--- config.mk ---
export PLATFORM = sky130hd
export DESIGN_NAME = vram_sched_flat
export DESIGN_NICKNAME = d
export VERILOG_FILES = /design/src/rtl/vram_pkg.sv /design/src/rtl/vram_sched_if.sv /design/src/rtl/vram_sched.sv /design/src/flat_wrapper.sv
export SDC_FILE = /design/constraint.sdc
export NUM_CORES = 1
export LEC_CHECK = 0
export CORE_UTILIZATION = 46
export DETAILED_ROUTE_END_ITERATION = 10
export MAX_ROUTING_LAYER = met4
export PLACE_DENSITY = 0.81
export SYNTH_ARGS = -nofsm -noshare
export SYNTH_HDL_FRONTEND = slang
export SYNTH_SLANG_ARGS = --single-unit
--- constraint.sdc ---
create_clock -name clk_sys -period 1.85 [get_ports clk_sys]
set_input_delay 0.185 -clock clk_sys [delete_from_list [all_inputs] [get_ports clk_sys]]
set_output_delay 0.185 -clock clk_sys [all_outputs]
set_load 0.02 [all_outputs]
--- src/rtl/vram_pkg.sv ---
// Shared types and constants for the VRAM access scheduler.
package vram_pkg;

  localparam int unsigned VRAM_AW = 19;

  localparam logic [1:0] BE_LO  = 2'b01;
  localparam logic [1:0] BE_HI  = 2'b10;
  localparam logic [1:0] BE_ALL = 2'b11;

  typedef enum logic [2:0] {
    StIdle,
    StVid1,
    StVid2,
    StCpu,
    StLdr
  } sched_state_t;

endpackage

--- src/rtl/vram_sched_if.sv ---
// Client and memory-port bundle for vram_sched; slave = scheduler view, master = environment view.
interface vram_sched_if
  import vram_pkg::*;
#(
  parameter int unsigned AW = VRAM_AW
) ();

  logic          vid_fetch;
  logic [AW-1:0] vid_addr1;
  logic [AW-1:0] vid_addr2;
  logic [15:0]   vid_dout1;
  logic [15:0]   vid_dout2;
  logic          vid_valid;
  logic          vid_overrun;

  logic          cpu_req;
  logic          cpu_we;
  logic [AW:0]   cpu_addr;
  logic [7:0]    cpu_din;
  logic [7:0]    cpu_dout;
  logic          cpu_ack;

  logic          ldr_wr;
  logic [AW-1:0] ldr_addr;
  logic [15:0]   ldr_data;
  logic          ldr_busy;

  logic          mem_req;
  logic          mem_we;
  logic [1:0]    mem_be;
  logic [AW-1:0] mem_addr;
  logic [15:0]   mem_din;
  logic [15:0]   mem_dout;
  logic          mem_ack;

  modport slave (
    input  vid_fetch, vid_addr1, vid_addr2,
    output vid_dout1, vid_dout2, vid_valid, vid_overrun,
    input  cpu_req, cpu_we, cpu_addr, cpu_din,
    output cpu_dout, cpu_ack,
    input  ldr_wr, ldr_addr, ldr_data,
    output ldr_busy,
    output mem_req, mem_we, mem_be, mem_addr, mem_din,
    input  mem_dout, mem_ack
  );

  modport master (
    output vid_fetch, vid_addr1, vid_addr2,
    input  vid_dout1, vid_dout2, vid_valid, vid_overrun,
    output cpu_req, cpu_we, cpu_addr, cpu_din,
    input  cpu_dout, cpu_ack,
    output ldr_wr, ldr_addr, ldr_data,
    input  ldr_busy,
    input  mem_req, mem_we, mem_be, mem_addr, mem_din,
    output mem_dout, mem_ack
  );

endinterface

--- src/rtl/vram_sched.sv ---
// Fixed-priority (video > CPU > loader) scheduler for a single 16-bit VRAM port.
// Define VRAM_SCHED_LOADER_EN to build the loader write path.
module vram_sched
  import vram_pkg::*;
#(
  parameter int unsigned AW = VRAM_AW
) (
  input  logic         clk_sys,
  input  logic         nRESET,
  vram_sched_if.slave  bus
);

  sched_state_t  state_q, state_d;

  logic          vid_pend_q, vid_pend_d;
  logic          vid_half_q, vid_half_d;
  logic          vid_restart_q, vid_restart_d;
  logic [AW-1:0] vid_a1_q, vid_a1_d;
  logic [AW-1:0] vid_a2_q, vid_a2_d;
  logic [15:0]   vid_w1_q, vid_w1_d;
  logic [15:0]   vid_dout1_q, vid_dout1_d;
  logic [15:0]   vid_dout2_q, vid_dout2_d;
  logic          vid_valid_q, vid_valid_d;
  logic          vid_overrun_q, vid_overrun_d;
  logic          vid_restart;

  logic          cpu_done_q, cpu_done_d;
  logic          cpu_lane_q, cpu_lane_d;
  logic [7:0]    cpu_dout_q, cpu_dout_d;
  logic          cpu_ack_q, cpu_ack_d;

  logic          mem_req_q, mem_req_d;
  logic          mem_we_q, mem_we_d;
  logic [1:0]    mem_be_q, mem_be_d;
  logic [AW-1:0] mem_addr_q, mem_addr_d;
  logic [15:0]   mem_din_q, mem_din_d;

`ifdef VRAM_SCHED_LOADER_EN
  logic          ldr_busy_q, ldr_busy_d;
  logic [AW-1:0] ldr_addr_q, ldr_addr_d;
  logic [15:0]   ldr_data_q, ldr_data_d;
`else
  logic          unused_ldr;
  assign unused_ldr = ^{bus.ldr_wr, bus.ldr_addr, bus.ldr_data};
`endif

  always_comb begin
    state_d       = state_q;
    vid_pend_d    = vid_pend_q;
    vid_half_d    = vid_half_q;
    vid_restart_d = vid_restart_q;
    vid_a1_d      = vid_a1_q;
    vid_a2_d      = vid_a2_q;
    vid_w1_d      = vid_w1_q;
    vid_dout1_d   = vid_dout1_q;
    vid_dout2_d   = vid_dout2_q;
    vid_valid_d   = 1'b0;
    vid_overrun_d = vid_overrun_q;
    cpu_done_d    = cpu_done_q;
    cpu_lane_d    = cpu_lane_q;
    cpu_dout_d    = cpu_dout_q;
    cpu_ack_d     = 1'b0;
    mem_req_d     = mem_req_q;
    mem_we_d      = mem_we_q;
    mem_be_d      = mem_be_q;
    mem_addr_d    = mem_addr_q;
    mem_din_d     = mem_din_q;
`ifdef VRAM_SCHED_LOADER_EN
    ldr_busy_d    = ldr_busy_q;
    ldr_addr_d    = ldr_addr_q;
    ldr_data_d    = ldr_data_q;
    if (bus.ldr_wr && !ldr_busy_q) begin
      ldr_busy_d = 1'b1;
      ldr_addr_d = bus.ldr_addr;
      ldr_data_d = bus.ldr_data;
    end
`endif

    // A fetch while a pair is pending replaces it; any in-flight word is discarded.
    vid_restart = bus.vid_fetch & vid_pend_q;
    if (bus.vid_fetch) begin
      vid_pend_d = 1'b1;
      vid_a1_d   = bus.vid_addr1;
      vid_a2_d   = bus.vid_addr2;
    end
    if (vid_restart) begin
      vid_overrun_d = 1'b1;
      vid_restart_d = 1'b1;
      vid_half_d    = 1'b0;
    end

    if (!bus.cpu_req) cpu_done_d = 1'b0;

    unique case (state_q)
      StIdle: begin
        if (vid_pend_q || bus.vid_fetch) begin
          if (vid_half_q && !bus.vid_fetch) begin
            state_d    = StVid2;
            mem_addr_d = vid_a2_q;
          end else begin
            state_d       = StVid1;
            mem_addr_d    = vid_a1_d;
            vid_restart_d = 1'b0;
            vid_half_d    = 1'b0;
          end
          mem_req_d = 1'b1;
          mem_we_d  = 1'b0;
          mem_be_d  = BE_ALL;
        end else if (bus.cpu_req && !cpu_done_q) begin
          state_d    = StCpu;
          mem_req_d  = 1'b1;
          mem_addr_d = bus.cpu_addr[AW:1];
          cpu_lane_d = bus.cpu_addr[0];
          if (bus.cpu_we) begin
            mem_we_d  = 1'b1;
            mem_be_d  = bus.cpu_addr[0] ? BE_HI : BE_LO;
            mem_din_d = {bus.cpu_din, bus.cpu_din};
          end else begin
            mem_we_d  = 1'b0;
            mem_be_d  = BE_ALL;
          end
        end
`ifdef VRAM_SCHED_LOADER_EN
        else if (ldr_busy_q) begin
          state_d    = StLdr;
          mem_req_d  = 1'b1;
          mem_we_d   = 1'b1;
          mem_be_d   = BE_ALL;
          mem_addr_d = ldr_addr_q;
          mem_din_d  = ldr_data_q;
        end
`endif
      end
      StVid1: begin
        if (bus.mem_ack) begin
          state_d   = StIdle;
          mem_req_d = 1'b0;
          if (!vid_restart_q && !vid_restart) begin
            vid_w1_d   = bus.mem_dout;
            vid_half_d = 1'b1;
          end
        end
      end
      StVid2: begin
        if (bus.mem_ack) begin
          state_d   = StIdle;
          mem_req_d = 1'b0;
          if (!vid_restart_q && !vid_restart) begin
            vid_dout1_d = vid_w1_q;
            vid_dout2_d = bus.mem_dout;
            vid_valid_d = 1'b1;
            vid_pend_d  = 1'b0;
            vid_half_d  = 1'b0;
          end
        end
      end
      StCpu: begin
        if (bus.mem_ack) begin
          state_d    = StIdle;
          mem_req_d  = 1'b0;
          cpu_done_d = 1'b1;
          cpu_ack_d  = 1'b1;
          if (!mem_we_q) cpu_dout_d = cpu_lane_q ? bus.mem_dout[15:8] : bus.mem_dout[7:0];
        end
      end
`ifdef VRAM_SCHED_LOADER_EN
      StLdr: begin
        if (bus.mem_ack) begin
          state_d    = StIdle;
          mem_req_d  = 1'b0;
          ldr_busy_d = 1'b0;
        end
      end
`endif
      default: begin
        state_d   = StIdle;
        mem_req_d = 1'b0;
      end
    endcase
  end

  always_ff @(posedge clk_sys or negedge nRESET) begin
    if (!nRESET) begin
      state_q       <= StIdle;
      vid_pend_q    <= 1'b0;
      vid_half_q    <= 1'b0;
      vid_restart_q <= 1'b0;
      vid_a1_q      <= '0;
      vid_a2_q      <= '0;
      vid_w1_q      <= '0;
      vid_dout1_q   <= '0;
      vid_dout2_q   <= '0;
      vid_valid_q   <= 1'b0;
      vid_overrun_q <= 1'b0;
      cpu_done_q    <= 1'b0;
      cpu_lane_q    <= 1'b0;
      cpu_dout_q    <= '0;
      cpu_ack_q     <= 1'b0;
      mem_req_q     <= 1'b0;
      mem_we_q      <= 1'b0;
      mem_be_q      <= '0;
      mem_addr_q    <= '0;
      mem_din_q     <= '0;
    end else begin
      state_q       <= state_d;
      vid_pend_q    <= vid_pend_d;
      vid_half_q    <= vid_half_d;
      vid_restart_q <= vid_restart_d;
      vid_a1_q      <= vid_a1_d;
      vid_a2_q      <= vid_a2_d;
      vid_w1_q      <= vid_w1_d;
      vid_dout1_q   <= vid_dout1_d;
      vid_dout2_q   <= vid_dout2_d;
      vid_valid_q   <= vid_valid_d;
      vid_overrun_q <= vid_overrun_d;
      cpu_done_q    <= cpu_done_d;
      cpu_lane_q    <= cpu_lane_d;
      cpu_dout_q    <= cpu_dout_d;
      cpu_ack_q     <= cpu_ack_d;
      mem_req_q     <= mem_req_d;
      mem_we_q      <= mem_we_d;
      mem_be_q      <= mem_be_d;
      mem_addr_q    <= mem_addr_d;
      mem_din_q     <= mem_din_d;
    end
  end

`ifdef VRAM_SCHED_LOADER_EN
  always_ff @(posedge clk_sys or negedge nRESET) begin
    if (!nRESET) begin
      ldr_busy_q <= 1'b0;
      ldr_addr_q <= '0;
      ldr_data_q <= '0;
    end else begin
      ldr_busy_q <= ldr_busy_d;
      ldr_addr_q <= ldr_addr_d;
      ldr_data_q <= ldr_data_d;
    end
  end
  assign bus.ldr_busy = ldr_busy_q;
`else
  assign bus.ldr_busy = 1'b0;
`endif

  assign bus.vid_dout1   = vid_dout1_q;
  assign bus.vid_dout2   = vid_dout2_q;
  assign bus.vid_valid   = vid_valid_q;
  assign bus.vid_overrun = vid_overrun_q;
  assign bus.cpu_dout    = cpu_dout_q;
  assign bus.cpu_ack     = cpu_ack_q;
  assign bus.mem_req     = mem_req_q;
  assign bus.mem_we      = mem_we_q;
  assign bus.mem_be      = mem_be_q;
  assign bus.mem_addr    = mem_addr_q;
  assign bus.mem_din     = mem_din_q;

endmodule

--- src/flat_wrapper.sv ---
// flat-port wrapper written by rule: the top's interface ports become plain ports
module vram_sched_flat import vram_pkg::*;
#(
  parameter int unsigned AW = VRAM_AW
)
  (clk_sys, nRESET, bus_vid_fetch, bus_vid_addr1, bus_vid_addr2, bus_vid_dout1, bus_vid_dout2, bus_vid_valid, bus_vid_overrun, bus_cpu_req, bus_cpu_we, bus_cpu_addr, bus_cpu_din, bus_cpu_dout, bus_cpu_ack, bus_ldr_wr, bus_ldr_addr, bus_ldr_data, bus_ldr_busy, bus_mem_req, bus_mem_we, bus_mem_be, bus_mem_addr, bus_mem_din, bus_mem_dout, bus_mem_ack);
  vram_sched_if #(.AW(AW)) bus_i ();
  input  logic clk_sys;
  input  logic nRESET;
  input wire logic [$bits(bus_i.vid_fetch)-1:0] bus_vid_fetch;
  input wire logic [$bits(bus_i.vid_addr1)-1:0] bus_vid_addr1;
  input wire logic [$bits(bus_i.vid_addr2)-1:0] bus_vid_addr2;
  output wire logic [$bits(bus_i.vid_dout1)-1:0] bus_vid_dout1;
  output wire logic [$bits(bus_i.vid_dout2)-1:0] bus_vid_dout2;
  output wire logic [$bits(bus_i.vid_valid)-1:0] bus_vid_valid;
  output wire logic [$bits(bus_i.vid_overrun)-1:0] bus_vid_overrun;
  input wire logic [$bits(bus_i.cpu_req)-1:0] bus_cpu_req;
  input wire logic [$bits(bus_i.cpu_we)-1:0] bus_cpu_we;
  input wire logic [$bits(bus_i.cpu_addr)-1:0] bus_cpu_addr;
  input wire logic [$bits(bus_i.cpu_din)-1:0] bus_cpu_din;
  output wire logic [$bits(bus_i.cpu_dout)-1:0] bus_cpu_dout;
  output wire logic [$bits(bus_i.cpu_ack)-1:0] bus_cpu_ack;
  input wire logic [$bits(bus_i.ldr_wr)-1:0] bus_ldr_wr;
  input wire logic [$bits(bus_i.ldr_addr)-1:0] bus_ldr_addr;
  input wire logic [$bits(bus_i.ldr_data)-1:0] bus_ldr_data;
  output wire logic [$bits(bus_i.ldr_busy)-1:0] bus_ldr_busy;
  output wire logic [$bits(bus_i.mem_req)-1:0] bus_mem_req;
  output wire logic [$bits(bus_i.mem_we)-1:0] bus_mem_we;
  output wire logic [$bits(bus_i.mem_be)-1:0] bus_mem_be;
  output wire logic [$bits(bus_i.mem_addr)-1:0] bus_mem_addr;
  output wire logic [$bits(bus_i.mem_din)-1:0] bus_mem_din;
  input wire logic [$bits(bus_i.mem_dout)-1:0] bus_mem_dout;
  input wire logic [$bits(bus_i.mem_ack)-1:0] bus_mem_ack;
  assign bus_i.vid_fetch = bus_vid_fetch;
  assign bus_i.vid_addr1 = bus_vid_addr1;
  assign bus_i.vid_addr2 = bus_vid_addr2;
  assign bus_vid_dout1 = bus_i.vid_dout1;
  assign bus_vid_dout2 = bus_i.vid_dout2;
  assign bus_vid_valid = bus_i.vid_valid;
  assign bus_vid_overrun = bus_i.vid_overrun;
  assign bus_i.cpu_req = bus_cpu_req;
  assign bus_i.cpu_we = bus_cpu_we;
  assign bus_i.cpu_addr = bus_cpu_addr;
  assign bus_i.cpu_din = bus_cpu_din;
  assign bus_cpu_dout = bus_i.cpu_dout;
  assign bus_cpu_ack = bus_i.cpu_ack;
  assign bus_i.ldr_wr = bus_ldr_wr;
  assign bus_i.ldr_addr = bus_ldr_addr;
  assign bus_i.ldr_data = bus_ldr_data;
  assign bus_ldr_busy = bus_i.ldr_busy;
  assign bus_mem_req = bus_i.mem_req;
  assign bus_mem_we = bus_i.mem_we;
  assign bus_mem_be = bus_i.mem_be;
  assign bus_mem_addr = bus_i.mem_addr;
  assign bus_mem_din = bus_i.mem_din;
  assign bus_i.mem_dout = bus_mem_dout;
  assign bus_i.mem_ack = bus_mem_ack;
  vram_sched #(.AW(AW)) u_core (.clk_sys(clk_sys), .nRESET(nRESET), .bus(bus_i));
endmodule
==> summary.txt, run 1 <==
result of the run = complete, no violations
portion of synthesized cell area occupied by the leading cell type = 0.560
post-synth cell types = 37
class of the most critical hold timing path = input pin to register
first-iteration detailed-routing DRC count = 324
fin nets = 744
Max transition margin = 0.638
Post-Synthesis Net Count = 574
post-synthesis cell type with the largest combined area = dfrtp_1
post-route ant nets = 0
Crit. End Element = register
number of register bits inferred by synthesis = 135
final number of hold-violating endpoints = 0
setup slack on the worst flop-to-flop path = 90 ps
aggregate global-route resource usage = 0.243
Die Outline Area = 13,600 um^2
synthesized area per cell = 13.4 um^2
CTS clk-pin slew, worst paths = 60 ps
endpoint arrival time on the critical path = 2020 ps
die boundary width = 117 um
fraction of layout instances using a drive strength above 1 = 0.249
warning count from the yosys run = 0
type of the worst setup path = register to register
main area contributors after synthesis = dfrtp_1 56%, mux2_2 16%, a2bb2oi_1 3.0%, a221oi_1 2.8%, and3b_1 2.8%
power density relative to cell area = 1400 nW/um^2
wirelength, routed = 15,300 um
post-route setup TNS = 0 ps
DP HPWL = 10,800 um
number of antenna violations at the first check in global routing = 0
number of iterations in the first detailed-routing pass = 6
final RePlAce weighted congestion = 0.813
area of the placeable core = 12,700 um^2
slew of the pin with the lowest slew margin = 544 ps
antenna diode instance count = 0
number of buffers added for setup after CTS = 0
Final period util = 0.949
global-route wire length before repair = 23,700 um
Via-to-Cell Ratio = 5.46
number of I/O pins = 207
largest net degree at the start of global routing = 59
growth of design area from synthesis to finish = 40.6%
total number of H-tree levels = 4
number of global-route vias before repair = 4,492
gate count of the mapped netlist = 450
Syn Std Cell Area = 6040 um^2
# port buffers = 169
Leak = 3.65 nW
initial core utilization = 0.475
setup repair after global routing missed its margin = no
clock latency on the worst-skew pair = 410 ps
highest clock frequency the design can meet = 570 MHz
largest driver fanout on the critical path = 42
vias = 4,383
TritonCTS clock tree = yes
overflow left after global routing = 0
count of max-cap constraint violations = 0
VDD IR-drop max = 0.000913 V
Final setup viols = 0
fraction of the yosys area taken by sequential cells = 0.560
kind of start point of the critical path = register
sinks on the clock net = 135
utilization of the core after routing = 0.667
Die Height = 117 um
Root Driver = clkbuf_16
Max Transition Viols Final = 0
number of placement rows = 41
post-route minimum period = 1760 ps
DRC violations left = 0
cts bufs inserted = 17
worst endpoint required time = 2120 ps
clk buf depth = 2
per-cell routed wire length = 19.1 um
Clock Skews = 4.18 ps
## cells by family (layout without fill, tap and decap cells)
kind of cell / Yosys count / in the layout / synth area share
muxes: 103 / 103 / 0.195
and+or+nand+nor: 82 / 82 / 0.0945
AOI/OAI and AO/OA: 79 / 79 / 0.104
buffers and inverters: 50 / 231 / 0.0464
DFF: 135 / 135 / 0.560
other: 1 / 1 / 0.000621
## power breakdown
part,switching [mW],internal [mW]
Sequential,0.555,3.86
Combinational,2.05,2.31
Clock,1.23,1.86
## layer usage
metal,GRT usage,vias up,share of wire
li1,-,1967,-
met1,0.292,2224,0.41
met2,0.381,161,0.49
met3,0.0768,31,0.074
met4,0.0945,0,0.023
met5,-,-,0
## worst paths after layout
check	from	endpoint	depth (start not counted)
setup / recovery	u_core.vid_pend_q$_DFF_PN0_	u_core.bus.mem_addr[15]$_DFFE_PN0P_	4
hold / removal	bus_vid_fetch	u_core.vid_half_q$_DFF_PN0_	2
max in group asynchronous	nRESET	u_core.bus.mem_din[12]$_DFFE_PN0P_	3
hold reg to reg	u_core.bus.cpu_dout[6]$_DFFE_PN0P_	u_core.bus.cpu_dout[6]$_DFFE_PN0P_	2
setup reg to reg	u_core.vid_pend_q$_DFF_PN0_	u_core.bus.mem_addr[15]$_DFFE_PN0P_	4
min in group asynchronous	nRESET	u_core.vid_a2_q[1]$_DFFE_PN0P_	2
## sequential cells by signal, summed over array words and instances, names as in the netlist, 2 cells and up
| signal | count |
|---|---|
| u_core.bus.mem_be | 2 |
| u_core.bus.vid_dout2 | 16 |
| u_core.state_q | 2 |
| u_core.vid_a2_q | 19 |
| u_core.bus.mem_addr | 19 |
| u_core.vid_a1_q | 19 |
| u_core.vid_w1_q | 16 |
| u_core.bus.mem_din | 8 |
| u_core.bus.cpu_dout | 8 |
| u_core.bus.vid_dout1 | 16 |
## worst max-delay path: stages (launching register included)
cell and delay (ps):
dfrtp_1 460, buf_12 210, and3b_2 350, a221oi_1 460, a2bb2oi_1 120
## timing repair
item	CTS	global route
hold buffers	1	0
endpoints found under the hold margin	39	0
endpoints found under the setup margin	5	0
resized for setup	1	0
## area by class of cell
class | count | area (um^2)
Clock inverter | 11 | 105
Sequential cell | 135 | 3380
Timing Repair Buffer | 194 | 1940
Tap cell | 172 | 215
Inverter | 7 | 26.3
Fill cell | 975 | 4230
Multi-Input combinational cell | 265 | 2380
Clock buffer | 19 | 443
## synth_stat cells, drive strengths merged
cell and number:
dfrtp 135, mux2 95, buf 30, nand2b 22, a2bb2oi 21, a221oi 19
and3b 19, nor2b 19, o31ai 18, clkbuf 13, o21ai 10, nand2 9
mux2i 8, inv 7, a21o 3, a21oi 3, nand4 2, nand4b 2
nor2 2, o22a 2, a2111oi 1, a211o 1, and2 1, and2b 1
and3 1, conb 1, nand3 1, nor4 1, nor4bb 1, o2bb2ai 1
or2 1
## cells in the final DEF (no fill, tap or decap), types with 2 or more instances in the layout
| master | count |
|---|---|
| clkinvlp_4 | 7 |
| nand4_2 | 2 |
| inv_1 | 6 |
| a2bb2oi_1 | 21 |
| a221oi_1 | 19 |
| o21ai_0 | 10 |
| buf_4 | 19 |
| nand2_1 | 9 |
| o22a_1 | 2 |
| nor2_1 | 2 |
| mux2_2 | 88 |
| clkinv_4 | 2 |
| dfrtp_1 | 135 |
| a21o_1 | 3 |
| nand4b_1 | 2 |
| nand2b_1 | 22 |
| mux2_4 | 7 |
| buf_12 | 5 |
| a21oi_1 | 2 |
| mux2i_1 | 8 |
| and3b_1 | 18 |
| o31ai_1 | 18 |
| clkdlybuf4s50_1 | 167 |
| clkbuf_16 | 17 |
| nor2b_1 | 19 |
## through the flow
step	worst slack, ps	power, mW	cell area (um^2)	instances	hold WS (ps)
after floorplan	331	6.74	6040	450	-111
after global placement	44.1	8.61	7930	772	118
after detailed placement	-3.28	8.78	7930	772	121
after CTS	125	11.9	8490	803	151
after global routing	29.4	12.4	8490	803	166
final	94.9	11.9	8490	803	163
(Power assumes the default switching activity.)
==> inputs of run 2 (changes only) <==
CORE_ASPECT_RATIO = 0.5   (was not set)
SLEW_MARGIN = 0   (was not set)
==> summary.txt, run 2 (same netlist as run 1, synthesis figures left out) <==
Die Outline Area = 13,600 um^2 (+0.20%)
number of antenna violations at the first check in global routing = 0 (unchanged)
first-iteration detailed-routing DRC count = 296 (-8.6%)
R2R cell count = 3 (-1)
number of global-route vias before repair = 4,260 (-5.2%)
number of cells upsized or downsized after cts = 0 (-1)
cts bufs inserted = 17 (unchanged)
fraction of layout instances using a drive strength above 1 = 0.247 (-0.00158)
overflow left after global routing = 0 (unchanged)
clock latency on the worst-skew pair = 410 ps (about the same)
Via-to-Cell Ratio = 5.31 (-2.7%)
switching part of the total = 0.320 (-0.00332)
final critical-path setup slack = 149 ps (+54.5 ps)
startpoint of the lowest-slack hold path = bus_vid_fetch
Critical Path Start = u_core.vid_pend_q$_DFF_PN0_
slew of the pin with the lowest slew margin = 674 ps (+130 ps)
highest clock frequency the design can meet = 588 MHz (+3.2%)
CTS clk-pin slew, worst paths = 60 ps (about the same)
TritonCTS clock tree = yes
Max Transition Viols Final = 0 (unchanged)
per-cell routed wire length = 17.4 um (-8.8%)
vias = 4,254 (-2.9%)
kind of start point of the critical path = register
number of buffers added for setup after CTS = 0 (unchanged)
growth of design area from synthesis to finish = 41.1%
post-route minimum period = 1700 ps (-54.5 ps)
power density relative to cell area = 1420 nW/um^2 (+1.4%)
GRT Max-Usage Layer = met2
VDD IR-drop max = 0.000986 V (+8.0%)
critical register-to-register path startpoint = u_core.vid_pend_q$_DFF_PN0_
sequential share of power = 0.364 (-0.008)
Final period util = 0.919 (-0.0294)
FF-to-FF End = u_core.bus.mem_addr[16]$_DFFE_PN0P_
die boundary width = 164 um (+41%)
highest-count cells in the layout ignoring fill and taps = 167 x clkdlybuf4s50_1, 135 x dfrtp_1, 88 x mux2_2
post-route ant nets = 0 (unchanged)
largest net degree at the start of global routing = 51 (-14%)
final RePlAce weighted congestion = 0.844 (+3.8%)
Combinational Power Share = 0.354 (-0.013)
setup slack on the worst flop-to-flop path = 150 ps (+50 ps)
Die Height = 83.0 um (-29%)
worst endpoint required time = 2170 ps (+50 ps)
number of iterations in the first detailed-routing pass = 7 (+1)
class of the most critical hold timing path = input pin to register
Clock Skews = 15.8 ps (+11.6 ps)
area of the placeable core = 12,700 um^2 (+0.11%)
DP HPWL = 9870 um (-8.7%)
result of the run = complete, no violations
setup repair after global routing missed its margin = no
Crit. End Element = register
depth of the worst hold-timing path = 3 (+1)
DRC violations left = 0 (unchanged)
aggregate global-route resource usage = 0.221 (-0.0220)
initial core utilization = 0.474 (-0.000513)
Hold EP = u_core.vid_restart_q$_DFF_PN0_
clk buf depth = 2 (unchanged)
pre-CTS WS = 94.5 ps (+97.8 ps)
met1 track demand over resource = 0.277 (-0.0151)
cells along the critical path = and3b_1, a221oi_1, a2bb2oi_1
number of I/O pins = 207 (unchanged)
count of max-cap constraint violations = 0 (unchanged)
Max transition margin = 0.551 (-0.0868)
Final setup viols = 0 (unchanged)
cell with the biggest individual delay on the critical path = and3b_1
# port buffers = 169 (unchanged)
utilization of the core after routing = 0.669 (+0.00144)
cell family with most CP delay = simple AND/OR/NAND/NOR gates
total number of H-tree levels = 4 (unchanged)
reported net switching power = 3.86 mW (+0.67%)
final number of hold-violating endpoints = 0 (unchanged)
endpoint arrival time on the critical path = 2020 ps (about the same)
largest driver fanout on the critical path = 19 (-55%)
Pint = 8.21 mW (+2.2%)
type of the worst setup path = register to register
fin nets = 742 (-0.27%)
Post-CTS Hold Buffers = 1 (unchanged)
buffers and inverters on the worst path = 0 (-1)
wirelength, routed = 14,000 um (-9.0%)
Root Driver = clkbuf_16
met2 demand-to-capacity share in global routing = 0.356 (-0.0244)
Leak = 3.67 nW (+0.57%)
antenna diode instance count = 0 (unchanged)
number of placement rows = 29 (-29%)
most common cell after layout, fill and taps aside = clkdlybuf4s50_1
sinks on the clock net = 135 (unchanged)
largest incremental delay on the critical path = 660 ps (+200 ps)
part of the total power dissipated in the clock network = 0.281 (+0.020)
post-route setup TNS = 0 ps (unchanged)
met3 Track Usage GR = 0.0495 (-0.0274)
global-route wire length before repair = 22,300 um (-5.8%)
run 2: cell count changes in the layout (fill, tap and decap cells not counted), moves of 2 or more:
cell	before	now
buf_4	19	17
clkinvlp_4	7	4
inv_6	0	5
inv_8	0	2
run 2: worst max-delay path by stage:
stage,end,slack [ps],cells after the start
floorplan,u_core.bus.vid_dout1[10]$_DFFE_PN0P_,330,6
finish,u_core.bus.mem_addr[16]$_DFFE_PN0P_,150,3
global placement,u_core.bus.vid_dout1[11]$_DFFE_PN0P_,110,6
detailed placement,u_core.bus.vid_dout1[4]$_DFFE_PN0P_,90,6
global route,u_core.bus.mem_addr[16]$_DFFE_PN0P_,60,3
CTS,u_core.bus.mem_addr[16]$_DFFE_PN0P_,140,3
run 2: cell type report:
cell class,count,area (um^2)
Timing Repair Buffer,192,1930
Tap cell,170,213
Multi-Input combinational cell,265,2380
Sequential cell,135,3380
Inverter,7,26.3
Fill cell,933,4220
Clock buffer,18,429
Clock inverter,14,165
run 2: worst register-to-register path: cells and delay by family (launching register included):
family / cells / cell delay [ps]
AOI/OAI and AO/OA: 2 / 440
DFF: 1 / 520
and+or+nand+nor: 1 / 660
run 2: power groups by stage:
stage	sequential, mW	combinational, mW	clock (mW)
floorplan	5.05	1.70	0
global placement	4.39	4.22	0
detailed placement	4.43	4.30	0
CTS	4.40	4.32	3.46
global route	4.51	4.54	3.59
finish	4.40	4.28	3.40
run 2: per-stage QoR:
| step | area (um^2) | power, mW | std cells | hold slack, ps |
|---|---|---|---|---|
| after global routing | 8520 | 12.6 | 801 | 272 |
| after global placement | 7910 | 8.61 | 768 | 154 |
| after CTS | 8520 | 12.2 | 801 | 246 |
| final | 8520 | 12.1 | 801 | 259 |
| after floorplan | 6040 | 6.74 | 450 | -111 |
| after detailed placement | 7910 | 8.73 | 768 | 159 |
run 2: routing by layer:
metal / vias up / share of wire
met5: - / 0
met3: 2 / 0.060
met1: 2153 / 0.43
met2: 127 / 0.50
met4: 0 / 0.0029
li1: 1972 / -
